===== config.mk =====
export PLATFORM = sky130hd
export DESIGN_NAME = gate_op_arbiter_flat
export DESIGN_NICKNAME = d
export VERILOG_FILES = /design/src/rtl/gate_op_pkg.sv /design/src/rtl/gate_op_arbiter_if.sv /design/src/rtl/gate_alu.sv /design/src/rtl/gate_op_arbiter.sv /design/src/flat_wrapper.sv
export SDC_FILE = /design/constraint.sdc
export NUM_CORES = 1
export LEC_CHECK = 0
export ABC_AREA = 1
export CAP_MARGIN = 20
export CORE_MARGIN = 2
export CORE_UTILIZATION = 53
export DETAILED_ROUTE_END_ITERATION = 6
export GPL_TIMING_DRIVEN = 0
export PLACE_DENSITY = 0.88
export SETUP_SLACK_MARGIN = 0.02
export SYNTH_ARGS = -nofsm -noshare
export SYNTH_HDL_FRONTEND = slang
export SYNTH_HIERARCHICAL = 1
export SYNTH_SLANG_ARGS = --single-unit

===== constraint.sdc =====
create_clock -name clk -period 3.95 [get_ports clk]
set_input_delay 0.395 -clock clk [delete_from_list [all_inputs] [get_ports clk]]
set_output_delay 0.395 -clock clk [all_outputs]
set_load 0.02 [all_outputs]

===== src/rtl/gate_op_pkg.sv =====
// Shared types for the gate-op arbiter: opcode encoding and sequencer states.
package gate_op_pkg;

    typedef logic [2:0] op_t;

    localparam op_t OP_AND   = 3'd0;
    localparam op_t OP_OR    = 3'd1;
    localparam op_t OP_NAND  = 3'd2;
    localparam op_t OP_NOR   = 3'd3;
    localparam op_t OP_NOT_A = 3'd4;
    localparam op_t OP_NOT_B = 3'd5;
    localparam op_t OP_XOR   = 3'd6;
    localparam op_t OP_XNOR  = 3'd7;

    typedef enum logic [1:0] {
        IDLE = 2'd0,
        EXEC = 2'd1,
        RESP = 2'd2
    } state_t;

endpackage


===== src/rtl/gate_op_arbiter_if.sv =====
// Request/response bundle between the client blocks and the gate-op arbiter.
interface gate_op_arbiter_if #(
    parameter int NREQ  = 4,
    parameter int WIDTH = 8
) ();
    localparam int IDW = $clog2(NREQ);

    logic [NREQ-1:0]       req_valid;
    logic [NREQ-1:0]       req_ready;
    logic [3*NREQ-1:0]     req_op;
    logic [WIDTH*NREQ-1:0] req_a;
    logic [WIDTH*NREQ-1:0] req_b;
    logic                  rsp_valid;
    logic                  rsp_ready;
    logic [WIDTH-1:0]      rsp_data;
    logic [IDW-1:0]        rsp_id;
    logic                  busy;

    // Arbiter side
    modport slave (
        input  req_valid, req_op, req_a, req_b, rsp_ready,
        output req_ready, rsp_valid, rsp_data, rsp_id, busy
    );

    // Client / consumer side
    modport master (
        output req_valid, req_op, req_a, req_b, rsp_ready,
        input  req_ready, rsp_valid, rsp_data, rsp_id, busy
    );
endinterface


===== src/rtl/gate_alu.sv =====
// Purely combinational bitwise two-input logic unit shared by all requesters.
module gate_alu
    import gate_op_pkg::*;
#(
    parameter int WIDTH = 8
) (
    input  op_t              op,
    input  logic [WIDTH-1:0] a,
    input  logic [WIDTH-1:0] b,
    output logic [WIDTH-1:0] result
);

    // Apply the selected gate across every bit of the operands
    always_comb begin
        result = '0;
        case (op)
            OP_AND:   result = a & b;
            OP_OR:    result = a | b;
            OP_NAND:  result = ~(a & b);
            OP_NOR:   result = ~(a | b);
            OP_NOT_A: result = ~a;
            OP_NOT_B: result = ~b;
            OP_XOR:   result = a ^ b;
            OP_XNOR:  result = ~(a ^ b);
            default:  result = '0;
        endcase
    end

endmodule


===== src/rtl/gate_op_arbiter.sv =====
// Round-robin arbiter/sequencer sharing one gate_alu among NREQ requesters.
// One operation is in flight at a time: IDLE grants, EXEC computes, RESP
// holds the tagged result until the consumer takes it.
module gate_op_arbiter
    import gate_op_pkg::*;
#(
    parameter int NREQ  = 4,
    parameter int WIDTH = 8
) (
    input logic              clk,
    input logic              rst,
    gate_op_arbiter_if.slave bus
);
    localparam int IDW = $clog2(NREQ);

    state_t           state_q, state_d;
    logic [IDW-1:0]   rr_ptr_q, rr_ptr_d;
    op_t              op_q, op_d;
    logic [WIDTH-1:0] a_q, a_d;
    logic [WIDTH-1:0] b_q, b_d;
    logic [IDW-1:0]   id_q, id_d;
    logic             rsp_valid_q, rsp_valid_d;
    logic [WIDTH-1:0] rsp_data_q, rsp_data_d;
    logic [IDW-1:0]   rsp_id_q, rsp_id_d;
    logic             busy_q, busy_d;

    logic             grant_found_s;
    logic [IDW-1:0]   grant_idx_s;
    logic [IDW-1:0]   cand_s;
    logic [NREQ-1:0]  req_ready_s;
    logic [WIDTH-1:0] alu_result_s;

    gate_alu #(.WIDTH(WIDTH)) u_alu (
        .op     (op_q),
        .a      (a_q),
        .b      (b_q),
        .result (alu_result_s)
    );

    // Round-robin search: first valid requester at or above rr_ptr, wrapping
    // (NREQ is a power of two, so the IDW-bit add wraps naturally)
    always_comb begin
        grant_found_s = 1'b0;
        grant_idx_s   = '0;
        cand_s        = '0;
        for (int i = 0; i < NREQ; i++) begin
            cand_s = rr_ptr_q + IDW'(i);
            if (!grant_found_s && bus.req_valid[cand_s]) begin
                grant_found_s = 1'b1;
                grant_idx_s   = cand_s;
            end else begin
                grant_found_s = grant_found_s;
            end
        end
    end

    // Sequencer next-state, operand latching and response register updates
    always_comb begin
        state_d     = state_q;
        rr_ptr_d    = rr_ptr_q;
        op_d        = op_q;
        a_d         = a_q;
        b_d         = b_q;
        id_d        = id_q;
        rsp_valid_d = rsp_valid_q;
        rsp_data_d  = rsp_data_q;
        rsp_id_d    = rsp_id_q;
        req_ready_s = '0;
        case (state_q)
            IDLE: begin
                if (grant_found_s) begin
                    req_ready_s[grant_idx_s] = 1'b1;
                    op_d     = bus.req_op[3*int'(grant_idx_s) +: 3];
                    a_d      = bus.req_a[WIDTH*int'(grant_idx_s) +: WIDTH];
                    b_d      = bus.req_b[WIDTH*int'(grant_idx_s) +: WIDTH];
                    id_d     = grant_idx_s;
                    rr_ptr_d = grant_idx_s + IDW'(1'b1);
                    state_d  = EXEC;
                end else begin
                    state_d = IDLE;
                end
            end
            EXEC: begin
                rsp_data_d  = alu_result_s;
                rsp_id_d    = id_q;
                rsp_valid_d = 1'b1;
                state_d     = RESP;
            end
            RESP: begin
                if (rsp_valid_q && bus.rsp_ready) begin
                    rsp_valid_d = 1'b0;
                    state_d     = IDLE;
                end else begin
                    state_d = RESP;
                end
            end
            default: begin
                rsp_valid_d = 1'b0;
                state_d     = IDLE;
            end
        endcase
        busy_d = (state_d != IDLE);
    end

    // State, pointer, operand and response registers
    always_ff @(posedge clk or posedge rst) begin
        if (rst) begin
            state_q     <= IDLE;
            rr_ptr_q    <= '0;
            op_q        <= OP_AND;
            a_q         <= '0;
            b_q         <= '0;
            id_q        <= '0;
            rsp_valid_q <= 1'b0;
            rsp_data_q  <= '0;
            rsp_id_q    <= '0;
            busy_q      <= 1'b0;
        end else begin
            state_q     <= state_d;
            rr_ptr_q    <= rr_ptr_d;
            op_q        <= op_d;
            a_q         <= a_d;
            b_q         <= b_d;
            id_q        <= id_d;
            rsp_valid_q <= rsp_valid_d;
            rsp_data_q  <= rsp_data_d;
            rsp_id_q    <= rsp_id_d;
            busy_q      <= busy_d;
        end
    end

    assign bus.req_ready = req_ready_s;
    assign bus.rsp_valid = rsp_valid_q;
    assign bus.rsp_data  = rsp_data_q;
    assign bus.rsp_id    = rsp_id_q;
    assign bus.busy      = busy_q;

endmodule


===== src/flat_wrapper.sv =====
// flat-port wrapper written by rule: the top's interface ports become plain ports
module gate_op_arbiter_flat import gate_op_pkg::*;
#(
    parameter int NREQ  = 4,
    parameter int WIDTH = 8
)
  (clk, rst, bus_req_valid, bus_req_op, bus_req_a, bus_req_b, bus_rsp_ready, bus_req_ready, bus_rsp_valid, bus_rsp_data, bus_rsp_id, bus_busy);
  gate_op_arbiter_if #(.NREQ(NREQ), .WIDTH(WIDTH)) bus_i ();
  input logic clk;
  input logic rst;
  input wire logic [$bits(bus_i.req_valid)-1:0] bus_req_valid;
  input wire logic [$bits(bus_i.req_op)-1:0] bus_req_op;
  input wire logic [$bits(bus_i.req_a)-1:0] bus_req_a;
  input wire logic [$bits(bus_i.req_b)-1:0] bus_req_b;
  input wire logic [$bits(bus_i.rsp_ready)-1:0] bus_rsp_ready;
  output wire logic [$bits(bus_i.req_ready)-1:0] bus_req_ready;
  output wire logic [$bits(bus_i.rsp_valid)-1:0] bus_rsp_valid;
  output wire logic [$bits(bus_i.rsp_data)-1:0] bus_rsp_data;
  output wire logic [$bits(bus_i.rsp_id)-1:0] bus_rsp_id;
  output wire logic [$bits(bus_i.busy)-1:0] bus_busy;
  assign bus_i.req_valid = bus_req_valid;
  assign bus_i.req_op = bus_req_op;
  assign bus_i.req_a = bus_req_a;
  assign bus_i.req_b = bus_req_b;
  assign bus_i.rsp_ready = bus_rsp_ready;
  assign bus_req_ready = bus_i.req_ready;
  assign bus_rsp_valid = bus_i.rsp_valid;
  assign bus_rsp_data = bus_i.rsp_data;
  assign bus_rsp_id = bus_i.rsp_id;
  assign bus_busy = bus_i.busy;
  gate_op_arbiter #(.NREQ(NREQ), .WIDTH(WIDTH)) u_core (.clk(clk), .rst(rst), .bus(bus_i));
endmodule

---- Word-level counts from Yosys, hierarchy flattened ----
Cells that the tools add are included.
Widths: inputs -> output; s select.
word-level totals
  bits in registers ....................... 37
  output and inout bits ................... 16
operators by class
  $add $sub $neg .......................... 4
  multiply operators ...................... 1
  magnitude comparators ................... 6
  eq/ne operators ......................... 10
  shift operators ......................... 3
  multiplexer cells ....................... 26
  bitwise operators ....................... 9
  reduce and logical (&&, ||, !) cells .... 13
operator list
  operator             number
  $pmux 8 s8           1
  $shiftx 32x6->8      2
  $not 8->8            5
  $shiftx 12x32->3     1
  $lt 2x3->1 const B   5
  $eq 3x3->1 const B   4
  $mux 1               11
  $mux 2               5
  $and 8x8->8          1
  $bmux 1 s2           4
  $mux 4               2
  $or 8x8->8           1
  $xor 8x8->8          1
  $eq 3x2->1 const B   2
  $pmux 2 s3           1
  $logic_and 1x1->1    5
  $add 2x1->2 const B  2
  $add 2x2->2 const B  2
  $mul 2x2->4 const A  1
  $reduce_and 2->1     2
  $eq 3x1->1 const B   1
  $logic_not 1->1      3
  $logic_not 3->1      1
  $pmux 1 s3           1
  other kinds (8)      8

---- Longest topological paths before layout ----
Gate-level depths: netlist (run 1).
  word-level depth ........................ 18
  gate-level depth with buffers ........... 16
  gate-level depth less buffers ........... 15

---- Modules after synthesis ----
Netlist (run 1), hierarchy kept.
modules (own cells, without submodules)
  module           times used  cells an instance  area an instance (µm²)  seq. area each (µm²)
  gate_op_arbiter  1           383                2570.0                  925.9
  gate_alu         1           169                1062.3                  0.0

---- Least setup slack after synthesis (run 1) ----
No wires, ideal clock.
  path type ............................... register to output
  start point ............................. reg u_core.rr_ptr_q[0]
  end point ............................... out bus_req_ready[3]
  data arrival time ....................... 1822 ps
  data required time ...................... 3555 ps
  slack ................................... 1733 ps
  cell stages (with the launch flop) ...... 12
  path buffers ............................ 2
  cell sequence ........................... dfrtp_1 -> buf_4 -> nand2_1 -> nand2_1 -> nand2_1 -> nand2_1 -> nor2_4 -> nand3_2 -> nand2_2 -> nand2_2 -> buf_2 -> nor3_1
on the way
  cells in the longest elaborated chain, start to end .. 18
ends and longest elaborated chain
  what                                                 line                    text
  from (decl)                                          gate_op_arbiter.sv:17   logic [IDW-1:0] rr_ptr_q, rr_ptr_d;
  from (signal assigned)                               gate_op_arbiter.sv:120  rr_ptr_q <= rr_ptr_d;
  branches (longest 16 deep; another with $lt 2x3->1)  -
  $mux 4 *                                             gate_op_arbiter.sv:71   if (grant_found_s) begin
  $mux 4 *                                             gate_op_arbiter.sv:69   case (state_q)
  to (decl)                                            flat_wrapper.sv:16      output wire logic [$bits(bus_i.req_ready)-1:0] bus_req_ready;
Every way passes the cells marked *. The select of a mux whose other input is x is not followed.

---- Final worst setup path (run 1) ----
  start point ............................. in bus_req_valid[0]
  end point ............................... out bus_req_ready[2]
on the way
  cells in the longest elaborated chain, start to end .. 18
ends and longest elaborated chain
  what                                                            line                   text
  from (decl)                                                     flat_wrapper.sv:11     input wire logic [$bits(bus_i.req_valid)-1:0] bus_req_valid;
  $bmux 1 s2                                                      gate_op_arbiter.sv:48  if (!grant_found_s && bus.req_valid[cand_s]) begin
  $mux 1 (implied by the code)                                    gate_op_arbiter.sv:48
  $mux 1                                                          gate_op_arbiter.sv:48
  $logic_not 1->1                                                 gate_op_arbiter.sv:48
  $logic_and 1x1->1                                               gate_op_arbiter.sv:48
  $mux 1                                                          gate_op_arbiter.sv:48
  $logic_not 1->1                                                 gate_op_arbiter.sv:48
  $logic_and 1x1->1                                               gate_op_arbiter.sv:48
  [... 2 more ...]                                                -
  $logic_and 1x1->1                                               gate_op_arbiter.sv:48
  $mux 2                                                          gate_op_arbiter.sv:48
  $lt 2x3->1 (implied by the code) or $ge 2x1->1 (tied branches)  gate_op_arbiter.sv:72  req_ready_s[grant_idx_s] = 1'b1;
  $logic_and 1x1->1 (implied by the code)                         gate_op_arbiter.sv:72
  $mux 1 (implied by the code)                                    gate_op_arbiter.sv:72
  $demux 1 s2                                                     -
  $mux 4 *                                                        gate_op_arbiter.sv:71
  $mux 4 *                                                        gate_op_arbiter.sv:69
Mark *: on every way between the ends. The rest lies on a longest branch, timed or not. The select of a mux whose other input is x is not followed.

==> results.sh, run 1 <==
export IMPL_worst_path_largest_cell_delay_ns=0.61
export IMPL_grt_first_pass_wirelength_um=16750
export IMPL_antenna_found_initial=0
export IMPL_netlist_area_leader_share_pct=27.18
export IMPL_dpl_worst_slack_ns=0.8372
export IMPL_synth_nets=651
export IMPL_final_max_slew_viol_count=0
export IMPL_dr_pass1_iters=5
export IMPL_globalplace_congestion=0.9187
export IMPL_fp_coreArea_um2=6719
export IMPL_grt_max_degree=23
export IMPL_first_global_vias=3713
export IMPL_ys_flop_type="dfrtp_1"
export IMPL_avgSynthCellArea_um2=6.580
export IMPL_yosys_top_cells_area="nand2_1 (27%), dfrtp_1 (25%), nand3_2 (7.4%)"
export IMPL_arrival_ns=2.75
export IMPL_cap_viol_max_count=0
export IMPL_cts_root_buf="clkbuf_8"
export IMPL_ir_drop_uv=778.4
export IMPL_fmax_mhz=318.4
export IMPL_viasPerCell=5.367
export IMPL_synthDistinctLibCells=32
export IMPL_finalPower_mw=4.694
export IMPL_antenna_cells=0
export IMPL_timing_final_crit_share_pct=79.52
export IMPL_synth_edff_count=0
export IMPL_initial_utilization_pct=54.06
export IMPL_p_per_area_nw_per_um2=966.4
export IMPL_syn_inst=552
export IMPL_globalRouteOverflowTotal=0
export IMPL_cts_buffers=5
export IMPL_layout_drive_gt1_share_pct=14.11
export IMPL_dp_cells=731
export IMPL_worst_slack_ns=0.8091
export IMPL_min_period_ns=3.141
export IMPL_final_seq_area_um2=925.9
export IMPL_finalWirelength_um=10330
export IMPL_slowest_stage="clkdlybuf4s50_1"
export IMPL_cts_buffer_depth=2
export IMPL_cp_start_kind="primary input"
export IMPL_synth_commonest_cells="nand2_1 (263), nand3_1 (43), dfrtp_1 (37)"
export IMPL_ant_nets=0
export IMPL_status="completed"
export IMPL_dieWidth_um=86.79
export IMPL_clock_skew_ns=0.006373
export IMPL_cp_cell_sequence="clkdlybuf4s50_1 > inv_1 > nand2_1 > nand3_1 > nand2_2 > nor2_1 > nor2_1 > nand2_2 > nand2_2 > buf_2 > nand2_1 > nor2_1 > clkdlybuf4s50_1"
export IMPL_via_count=3966
export IMPL_setup_viol=0
export IMPL_ys_warn_count=6
export IMPL_fin_tns_setup_ns=0
export IMPL_yosysMostFrequentCell="nand2_1"
export IMPL_ys_ff_latch=37
export IMPL_cts_tree="done"
export IMPL_hp_class="reg2reg"
export IMPL_postCtsHoldBufs=0
export IMPL_dp_hpwl_um=8077
export IMPL_fp_dieH_um=86.79
export IMPL_die_area_um2=7532
export IMPL_ys_seq_area_share_pct=25.49
export IMPL_max_slew_margin_pct=53.94
export IMPL_numPortBuffers=98
export IMPL_cts_sinks=37
export IMPL_htree_levels=2
export IMPL_grtUsageTotal_pct=27.73
export IMPL_crit_path_end_kind="output pin"
export IMPL_yosys_area_top_type="nand2_1"
export IMPL_rsz0062_at_grt="no"
export IMPL_cp_max_fo=10
export IMPL_whs_path_depth=1
export IMPL_tightestPinTransition_ns=0.6884
export IMPL_drt_initial_drc_count=167
export IMPL_synthArstFlopShare_pct=100.0
export IMPL_cp_required_ns=3.56
export IMPL_routedWlPerCell_um=13.97
export IMPL_pin_count=99
export IMPL_post_cts_buffers=0
export IMPL_cellLeakagePower_nw=2.568
export IMPL_drc_errors=0
export IMPL_hold_viol=0
export IMPL_path_clk_slew_ns=0.07
export IMPL_final_nets=757
export IMPL_worstSkewPairLatency_ns=0.29
export IMPL_fillers=561
export IMPL_rows=30
export IMPL_multi_input_area_um2=2273
export IMPL_netlist_area_um2=3632
export IMPL_cts_resized_gates=0
export IMPL_fin_cells=739
export IMPL_worst_r2r_path_depth=13
export IMPL_syn2layout_area_growth_pct=33.72
export IMPL_path_class="in2out"
[cell type report]
cell class                 count  share of cell area (%)
multi-input combinational    444                   46.81
timing repair buffer          99                   20.76
sequential                    37                   19.06
buffer                        31                   5.719
inverter                      40                   3.194
tap                           80                   2.061
clock buffer                   7                   1.777
clock inverter                 1                  0.6182
[sequential cells by signal, indices dropped and copies added (netlist names)]
register and count:
u_core/state_q 2, u_core/bus.rsp_id 2, u_core/op_q 3, u_core/rr_ptr_q 2
u_core/bus.rsp_valid 1, u_core/id_q 2, u_core/bus.busy 1, u_core/b_q 8
u_core/a_q 8, u_core/bus.rsp_data 8
[where the power goes]
part,total [mW],switching [mW],internal (mW)
logic,3.63,2.24,1.39
registers,0.726,0.148,0.578
clock network,0.335,0.129,0.206
total,4.69,2.52,2.18
[cell families after synthesis]
logic type               after synthesis  share of synthesized area, %
adder cells (fa/ha/maj)               16                         5.511
AO/OA/AOI/OAI                          9                         1.516
AND/OR/NAND/NOR                      410                         52.77
buffers and inverters                 71                         11.92
multiplexers                           9                         2.790
flip-flops                            37                         25.49
[critical path: cells and delay by family]
kind,cells,cell delay (ns)
buf+inv,4,1.40
simple gates,9,0.95
[routing by layer]
layer,vias up,track usage [%],share of wire (%)
li1,1971,-,-
met1,1789,34.78,41
met2,185,49.34,50
met3,21,3.238,7.2
met4,0,8.807,1.6
met5,-,0,0
[worst paths after layout]
path                                          from                     end  slack, ns
worst max-delay path              bus_req_valid[0]        bus_req_ready[2]       0.81
worst max register to register  u_core/rr_ptr_q[0]           u_core/b_q[6]       1.89
worst min register to register      u_core/id_q[1]          u_core/id_q[1]       0.49
worst min-delay path                u_core/id_q[1]          u_core/id_q[1]       0.49
max in group asynchronous                      rst  u_core/bus.rsp_data[5]       2.91
min in group asynchronous                      rst       u_core/state_q[1]       0.50
[stage by stage]
stage / instance area [um2] / util (%) / hold slack (ns)
2_1_floorplan: 3632 / - / 0.4438
3_3_place_gp: 4713 / 70.15 / 0.4592
3_5_place_dp: 4741 / 70.56 / 0.4762
4_1_cts: 4857 / 72.29 / 0.4928
5_1_grt: 4857 / 72.29 / 0.5173
6_report: 4857 / 72.29 / 0.4891
[layout by cell type (no fill, tap or decap), types with 2 or more instances in the layout]
cell type	count
nand3_1	43
clkdlybuf4s50_1	98
nand2_2	3
nand3_2	27
buf_6	7
buf_4	5
dfrtp_1	37
nor2_4	3
nand4_1	24
clkbuf_1	3
a21oi_1	3
inv_2	6
buf_12	2
buf_8	4
mux2_2	9
nor2_1	29
ha_1	16
buf_2	10
clkbuf_8	6
nand3b_1	9
nand2_1	263
nor2_2	7
inv_1	32
(Power assumes the default switching activity.)
==> inputs of run 2 (changes only) <==
--- a/config.mk
+++ b/config.mk
@@ -8,10 +8,10 @@
 export ABC_AREA = 1
 export CAP_MARGIN = 20
 export CORE_MARGIN = 2
-export CORE_UTILIZATION = 53
+export CORE_UTILIZATION = 50
 export DETAILED_ROUTE_END_ITERATION = 6
 export GPL_TIMING_DRIVEN = 0
-export PLACE_DENSITY = 0.88
+export PLACE_DENSITY = 0.83
 export SETUP_SLACK_MARGIN = 0.02
 export SYNTH_ARGS = -nofsm -noshare
 export SYNTH_HDL_FRONTEND = slang
==> constraint.sdc (replaced) <==
create_clock -name clk -period 3.1 [get_ports clk]
set_input_delay 0.31 -clock clk [delete_from_list [all_inputs] [get_ports clk]]
set_output_delay 0.31 -clock clk [all_outputs]
set_load 0.02 [all_outputs]
==> run 2 against run 1 <==
  * Final area rose by 0.64%
  * Count of clock-buffer cells in the layout decreased by 1
  * Register-to-register slack worse by 0.88 ns
  * Highest routed layer unchanged
  * First-iteration DRC count grew 4.8%
==> results.sh, run 2 (synthesis gave the netlist of run 1 again) <==
export IMPL_intPower_mw=2.752
export IMPL_drc_errors=0
export IMPL_rows=31
export IMPL_tightestPinTransition_ns=0.7352
export IMPL_clock_power_share_pct=7.0
export IMPL_cts_root_buf="clkbuf_8"
export IMPL_drt_initial_drc_count=175
export IMPL_routedWlPerCell_um=13.41
export IMPL_htree_levels=2
export IMPL_fin_cells=758
export IMPL_final_nets=757
export IMPL_crit_end="bus_req_ready[3]"
export IMPL_hp_class="in2async"
export IMPL_status="completed"
export IMPL_setup_viol=0
export IMPL_worst_slack_ns=0.4335
export IMPL_grt_max_degree=26
export IMPL_worst_r2r_path_depth=16
export IMPL_numPortBuffers=98
export IMPL_fp_dieH_um=89.23
export IMPL_crit_path_end_kind="output pin"
export IMPL_rrSetupSlack_ns=1.01
export IMPL_via_count=3938
export IMPL_min_period_ns=2.666
export IMPL_finalWirelength_um=10170
export IMPL_cp_cell_sequence="buf_4 > nand2_1 > nand2_1 > nand2_1 > nand2_1 > nor2_4 > nand3_2 > nand2_2 > nand2_2 > clkbuf_4 > nor3_1 > dlymetal6s2s_1"
export IMPL_cellLeakagePower_nw=2.634
export IMPL_die_area_um2=7962
export IMPL_timing_final_crit_share_pct=86.02
export IMPL_worstSetupStartpoint="u_core/rr_ptr_q[0]"
export IMPL_crit_cells=12
export IMPL_cp_buffers_inverters=3
export IMPL_grt_first_pass_wirelength_um=16730
export IMPL_antenna_cells=0
export IMPL_p_sw_mw=3.177
export IMPL_final_max_slew_viol_count=0
export IMPL_fin_tns_setup_ns=0
export IMPL_globalRouteOverflowTotal=0
export IMPL_path_class="reg2out"
export IMPL_cp_start_kind="flip-flop"
export IMPL_fmax_mhz=375.0
export IMPL_r2r_end="u_core/b_q[6]"
export IMPL_cp_required_ns=2.79
export IMPL_first_global_vias=3692
export IMPL_worst_path_largest_cell_delay_ns=0.40
export IMPL_path_clk_slew_ns=0.07
export IMPL_syn2layout_area_growth_pct=34.58
export IMPL_pin_count=99
export IMPL_clock_skew_ns=0.006340
export IMPL_p_seq_share_pct=15.6
export IMPL_arrival_ns=2.36
export IMPL_ant_nets=0
export IMPL_whs_ns=0.3613
export IMPL_swShare_pct=53.59
export IMPL_cts_buffers=5
export IMPL_rsz0062_at_grt="no"
export IMPL_dp_cells=750
export IMPL_dp_hpwl_um=8014
export IMPL_cp_max_fo=10
export IMPL_cts_tree="done"
export IMPL_final_cell_mix="nand2_1 (263), clkdlybuf4s50_1 (94), nand3_1 (43)"
export IMPL_slowest_stage="dfrtp_1"
export IMPL_cts_sinks=37
export IMPL_finalCoreUtilization_pct=68.50
export IMPL_globalplace_congestion=0.9136
export IMPL_hold_viol=0
export IMPL_antenna_found_initial=0
export IMPL_path_delay_family="simple AND/OR/NAND/NOR gates"
export IMPL_crit_top_cell="nand2_1"
export IMPL_cap_viol_max_count=0
export IMPL_cts_buffer_depth=2
export IMPL_layout_drive_gt1_share_pct=14.11
export IMPL_p_per_area_nw_per_um2=1213
export IMPL_dr_pass1_iters=5
export IMPL_r2r_start="u_core/rr_ptr_q[0]"
export IMPL_max_slew_margin_pct=50.81
export IMPL_fp_coreArea_um2=7137
export IMPL_initial_utilization_pct=50.89
export IMPL_ir_drop_uv=907.2
export IMPL_grtUsageTotal_pct=27.08
export IMPL_dieWidth_um=89.23
export IMPL_worstSkewPairLatency_ns=0.29
export IMPL_p_comb_share_pct=77.5
export IMPL_viasPerCell=5.195
export IMPL_postCtsHoldBufs=0
export IMPL_layout_commonest_cell="nand2_1"
export IMPL_dpl_worst_slack_ns=0.1423
-- run 2: per-stage QoR --
step,area [um2],power [mW]
3_3_place_gp,4737,5.364
6_report,4888,5.929
2_1_floorplan,3632,4.263
3_5_place_dp,4765,5.464
4_1_cts,4876,5.902
5_1_grt,4888,6.548
-- run 2: metal layers --
| layer | up-vias | global-route usage [%] | share of wire [%] |
|---|---|---|---|
| met2 | 155 | 46.33 | 48 |
| met5 | - | 0 | 0 |
| met1 | 1789 | 34.74 | 43 |
| met4 | 0 | 10.85 | 2.7 |
| met3 | 18 | 3.324 | 6.5 |
| li1 | 1976 | - | - |
-- run 2: power groups by stage --
stage	clock [mW]	combinational [mW]	sequential (mW)
global placement	0	4.45	0.918
CTS	0.421	4.56	0.922
global route	0.442	5.15	0.953
floorplan	0	3.29	0.970
finish	0.412	4.59	0.922
detailed placement	0	4.53	0.930
-- run 2: layout make-up --
class / count / area [um2]
clock buffers: 6 / 72.57
flip-flops and latches: 37 / 925.9
inverters: 40 / 155.1
repair buffers: 99 / 1018
well taps: 99 / 123.9
multi-input cells: 444 / 2273
plain buffers: 31 / 280.3
clock inverters: 2 / 38.79
fillers: 660 / 2248
-- run 2: worst min-delay path by stage --
stage,from,end,slack [ns]
3_5_place_dp,u_core/id_q[1],u_core/id_q[1],0.48
5_1_grt,rst,u_core/bus.rsp_data[4],0.41
3_3_place_gp,u_core/state_q[1],u_core/bus.rsp_valid,0.47
6_report,rst,u_core/bus.busy,0.36
4_1_cts,rst,u_core/bus.rsp_data[4],0.37
2_1_floorplan,u_core/state_q[1],u_core/bus.rsp_valid,0.44
-- run 2: what timing repair did --
action / in CTS / in global routing
setup endpoints to repair: 0 / 4
hold endpoints to repair: 0 / 0
gates resized for setup: 0 / 5
buffers inserted: 0 / 0
==> inputs of run 3 (changes only) <==
--- a/config.mk
+++ b/config.mk
@@ -10,6 +10,7 @@
 export CORE_MARGIN = 2
 export CORE_UTILIZATION = 50
 export DETAILED_ROUTE_END_ITERATION = 6
+export GPL_ROUTABILITY_DRIVEN = 0
 export GPL_TIMING_DRIVEN = 0
 export PLACE_DENSITY = 0.83
 export SETUP_SLACK_MARGIN = 0.02
==> run 3 against run 2 <==
  * Non-clock buffer count unchanged
  * Fmax increased by 1.9%
  * Combinational power about the same
  * Core utilization fell by 0.39 points
  * Sequential share of layout area grew 0.11 points
  * Largest cell class unchanged
  * Total power decreased by 1.3%
  * Sequential cell count did not move
==> results.sh, run 3 (synthesis gave the netlist of run 1 again) <==
export IMPL_tightestPinTransition_ns=0.6316
export IMPL_via_count=4011
export IMPL_layout_commonest_cell="nand2_1"
export IMPL_viasPerCell=5.299
export IMPL_htree_levels=2
export IMPL_hp_class="in2async"
export IMPL_initial_utilization_pct=50.89
export IMPL_ant_nets=0
export IMPL_final_area_um2=4861
export IMPL_antenna_found_initial=0
export IMPL_crit_top_cell="nand2_1"
export IMPL_pin_count=99
export IMPL_routedWlPerCell_um=13.43
export IMPL_path_clk_slew_ns=0.06
export IMPL_path_class="reg2out"
export IMPL_dr_pass1_iters=6
export IMPL_finalWirelength_um=10170
export IMPL_worstSkewPairLatency_ns=0.28
export IMPL_layout_drive_gt1_share_pct=13.98
export IMPL_cap_viol_max_count=0
export IMPL_ir_drop_uv=1032
export IMPL_cp_max_fo=10
export IMPL_cp_buffers_inverters=3
export IMPL_globalRouteOverflowTotal=0
export IMPL_fmax_mhz=382.3
export IMPL_cp_cell_sequence="inv_2 > nand2_1 > nand2_1 > nand2_1 > nand2_1 > nor2_4 > nand3_1 > nand2_1 > nor2_2 > buf_4 > nand2_1 > nor2_1 > dlymetal6s2s_1"
export IMPL_antenna_cells=0
export IMPL_hold_viol=0
export IMPL_syn2layout_area_growth_pct=33.83
export IMPL_min_period_ns=2.615
export IMPL_fp_coreArea_um2=7137
export IMPL_cts_buffers=5
export IMPL_fp_dieH_um=89.23
export IMPL_postCtsHoldBufs=0
export IMPL_cts_tree="done"
export IMPL_final_max_slew_viol_count=0
export IMPL_crit_path_end_kind="output pin"
export IMPL_rsz0062_at_grt="no"
export IMPL_cp_required_ns=2.79
export IMPL_clock_skew_ns=0.002606
export IMPL_p_per_area_nw_per_um2=1204
export IMPL_timing_final_crit_share_pct=84.37
export IMPL_path_delay_family="simple AND/OR/NAND/NOR gates"
export IMPL_cts_sinks=37
export IMPL_worst_path_largest_cell_delay_ns=0.45
export IMPL_final_cell_mix="nand2_1 (263), clkdlybuf4s50_1 (94), nand3_1 (43)"
export IMPL_final_nets=757
export IMPL_die_area_um2=7962
export IMPL_drt_initial_drc_count=226
export IMPL_grtUsageTotal_pct=26.55
export IMPL_cellLeakagePower_nw=2.622
export IMPL_arrival_ns=2.31
export IMPL_slowest_stage="dfrtp_1"
export IMPL_rows=31
export IMPL_max_slew_margin_pct=57.74
export IMPL_fin_tns_setup_ns=0
export IMPL_dp_hpwl_um=8097
export IMPL_cts_root_buf="clkbuf_8"
export IMPL_setup_viol=0
export IMPL_grt_max_degree=26
export IMPL_cp_start_kind="flip-flop"
export IMPL_grt_first_pass_wirelength_um=16880
export IMPL_dpl_cell_area_um2=4765
export IMPL_dieWidth_um=89.23
export IMPL_status="completed"
export IMPL_cts_buffer_depth=2
export IMPL_numPortBuffers=98
export IMPL_first_global_vias=3722
export IMPL_drc_errors=0
[run 3: path summary, 6_finish.rpt]
| path | slack (ns) | end | cells past startpoint | start |
|---|---|---|---|---|
| worst max-delay path | 0.48 | bus_req_ready[0] | 13 | u_core/rr_ptr_q[1] |
| worst min-delay path | 0.38 | u_core/bus.rsp_data[7] | 2 | rst |
| worst max register to register | 1.03 | u_core/b_q[6] | 16 | u_core/rr_ptr_q[0] |
| worst min register to register | 0.50 | u_core/bus.rsp_valid | 1 | u_core/state_q[1] |
| max in group asynchronous | 2.21 | u_core/a_q[2] | 3 | rst |
| min in group clk | 0.50 | u_core/bus.rsp_valid | 1 | u_core/state_q[1] |
[run 3: what timing repair did]
item                                    4_1_cts  5_1_grt
endpoints found under the setup margin        0        4
resized for setup                             0        4
setup buffers                                 0        0
[run 3: area by class of cell]
cell class / instances / area (um2)
Buffer: 31 / 277.8
Inverter: 40 / 155.1
Sequential cell: 37 / 925.9
Multi-Input combinational cell: 444 / 2273
Clock buffer: 7 / 86.33
Timing Repair Buffer: 99 / 1018
Tap cell: 99 / 123.9
Fill cell: 623 / 2276
[run 3: worst reg2reg max path: stages (launching register included)]
cell	delay, ns
dfrtp_1	0.40
buf_4	0.18
nand2_1	0.07
nand2_1	0.09
nand2_1	0.09
nand2_1	0.09
nor2_4	0.13
nand3_2	0.09
nand2_2	0.10
nand2_2	0.10
buf_2	0.22
nand2_1	0.10
nand2_1	0.08
nand2_1	0.06
nand2_1	0.05
nand2_1	0.07
nand2_1	0.05
[run 3: layer usage]
| layer | share of wire, % | up-vias | GRT usage (%) | routed length, um |
|---|---|---|---|---|
| li1 | - | 1974 | - | - |
| met1 | 41 | 1814 | 34.96 | 4210 |
| met2 | 48 | 190 | 45.32 | 4924 |
| met3 | 7.5 | 33 | 3.509 | 758 |
| met4 | 2.7 | 0 | 8.277 | 272 |
| met5 | 0 | - | 0 | 0 |
[run 3: power breakdown]
| group | total, mW | internal, mW | switching [mW] |
|---|---|---|---|
| sequential | 0.923 | 0.737 | 0.186 |
| clock | 0.327 | 0.176 | 0.151 |
| combinational | 4.60 | 1.77 | 2.84 |
| total | 5.85 | 2.68 | 3.17 |
[run 3: through the flow]
step	hold WS, ns	std cells	utilization (%)	worst slack (ns)	power [mW]
floorplan	0.4438	552	-	0.9683	4.263
global placement	0.4570	749	66.37	0.1880	5.340
detailed placement	0.4946	750	66.76	0.1384	5.476
CTS	0.3834	757	67.97	0.1024	5.825
global route	0.4459	757	68.11	0.2141	6.433
finish	0.3789	757	68.11	0.4845	5.854
==> variant, RTL diff (config.mk and constraints of run 3) <==
The 3 states of `state_t` get a one-hot encoding in 3 bits.
--- a/src/rtl/gate_op_pkg.sv
+++ b/src/rtl/gate_op_pkg.sv
@@ -12,10 +12,10 @@
     localparam op_t OP_XOR   = 3'd6;
     localparam op_t OP_XNOR  = 3'd7;
 
-    typedef enum logic [1:0] {
-        IDLE = 2'd0,
-        EXEC = 2'd1,
-        RESP = 2'd2
+    typedef enum logic [2:0] {
+        IDLE = 3'b001,
+        EXEC = 3'b010,
+        RESP = 3'b100
     } state_t;
 
 endpackage
Formal check against the unedited RTL: same outputs for any inputs over 10 cycles, from zero or initial values and one cycle with rst high; not proved beyond that.
==> variant against run 3 <==
Final area is 1.5% higher. Wire length is 0.62% higher. Hold slack better by 0.10 ns. Synthesized area is 3.0% higher. Sequential cell count is 1 higher. First-iteration DRC count is 11% higher. Count of clock-buffer cells in the layout is 1 lower. Worst setup slack worse by 0.30 ns. Sequential share of layout area is 0.26 points higher. Via count is 1.2% lower.
Power is left out: it rests on default switching activity, and per cell area and clock period it moved more than threefold.
==> variant: results (changes against run 3) <==
Hold WC Path Type reg -> reg; status finished clean; met2 GRT Util 43.2% (-2.1 points); Clock transition at path regs 0.08 ns (+0.02 ns); slowest cell delay on critical path 0.40 ns (-0.05 ns); vias per cell 5.23 (-1.3%); Least-Margin Pin Slew 0.803 ns (+0.171 ns); Metal-1 WL 4270 um (+1.5%); Avg WL per Cell 13.5 um (+0.49%); Total GRT Usage 24.9% (-1.6 points); CP max FO 11 (+1); met3 wire length 716 um (-5.5%); Netlist cell types 36 (+13%); Placed Cells 751 (+0.13%); layout cell share with drive strength beyond 1 15.8% (+1.8 points); Syn Nets 657 (+0.92%); delay-heaviest family, CP buffers and inverters; total number of vias 3964 (-1.2%); vias in the first global route 3691 (-0.83%); multiplexer share of the synthesized area 0% (-2.8 points); Arrival @ worst endpoint 2.61 ns (+0.30 ns); fillcell total 634 (+1.8%); post_cts resized 2 (+2); Cells after Synth 554 (+0.36%); placed cell areas 4850 sq um (+1.7%); largest net degree at the start of global routing 39 (+50%); first-pass GRT wire length 17000 um (+0.53%); met3 Track Usage GR 3.67% (+0.16 points); Synth area leaders dfrtp_1 25%, nand2_1 24%, ha_1 6.7%; grt met1 use 32.2% (-2.7 points); drt initial violations 251 (+11%); sequential-to-total area share from yosys stat 25.5% (-0.039 points); post-synthesis adder-cell area fraction 6.69% (+1.2 points)
[variant: layout make-up]
cell class,count,area (sq um),area share (%)
clock inverters,2,13.8,0.279
repair buffers,98,983,19.9
plain buffers,23,253,5.12
well taps,99,124,2.51
multi-input cells,434,2310,46.8
flip-flops and latches,38,952,19.3
inverters,58,228,4.62
clock buffers,6,72.6,1.47
[variant: worst paths after layout]
check                                  startpoint                      to  slack (ns)  cells after the start
setup / recovery               u_core/rr_ptr_q[0]        bus_req_ready[2]        0.18                     14
hold / removal             u_core/bus.rsp_data[0]  u_core/bus.rsp_data[0]        0.48                      2
hold reg to reg            u_core/bus.rsp_data[0]  u_core/bus.rsp_data[0]        0.48                      2
max in group asynchronous                     rst           u_core/a_q[2]        2.10                      2
setup reg to reg               u_core/rr_ptr_q[0]           u_core/b_q[4]        1.04                     15
min in group asynchronous                     rst  u_core/bus.rsp_data[7]        0.49                      2
[variant: kinds of logic after synthesis]
logic type	after synthesis
compound gates	9
buf+inv	82
fa+ha+maj	20
simple gates	405
flops	38
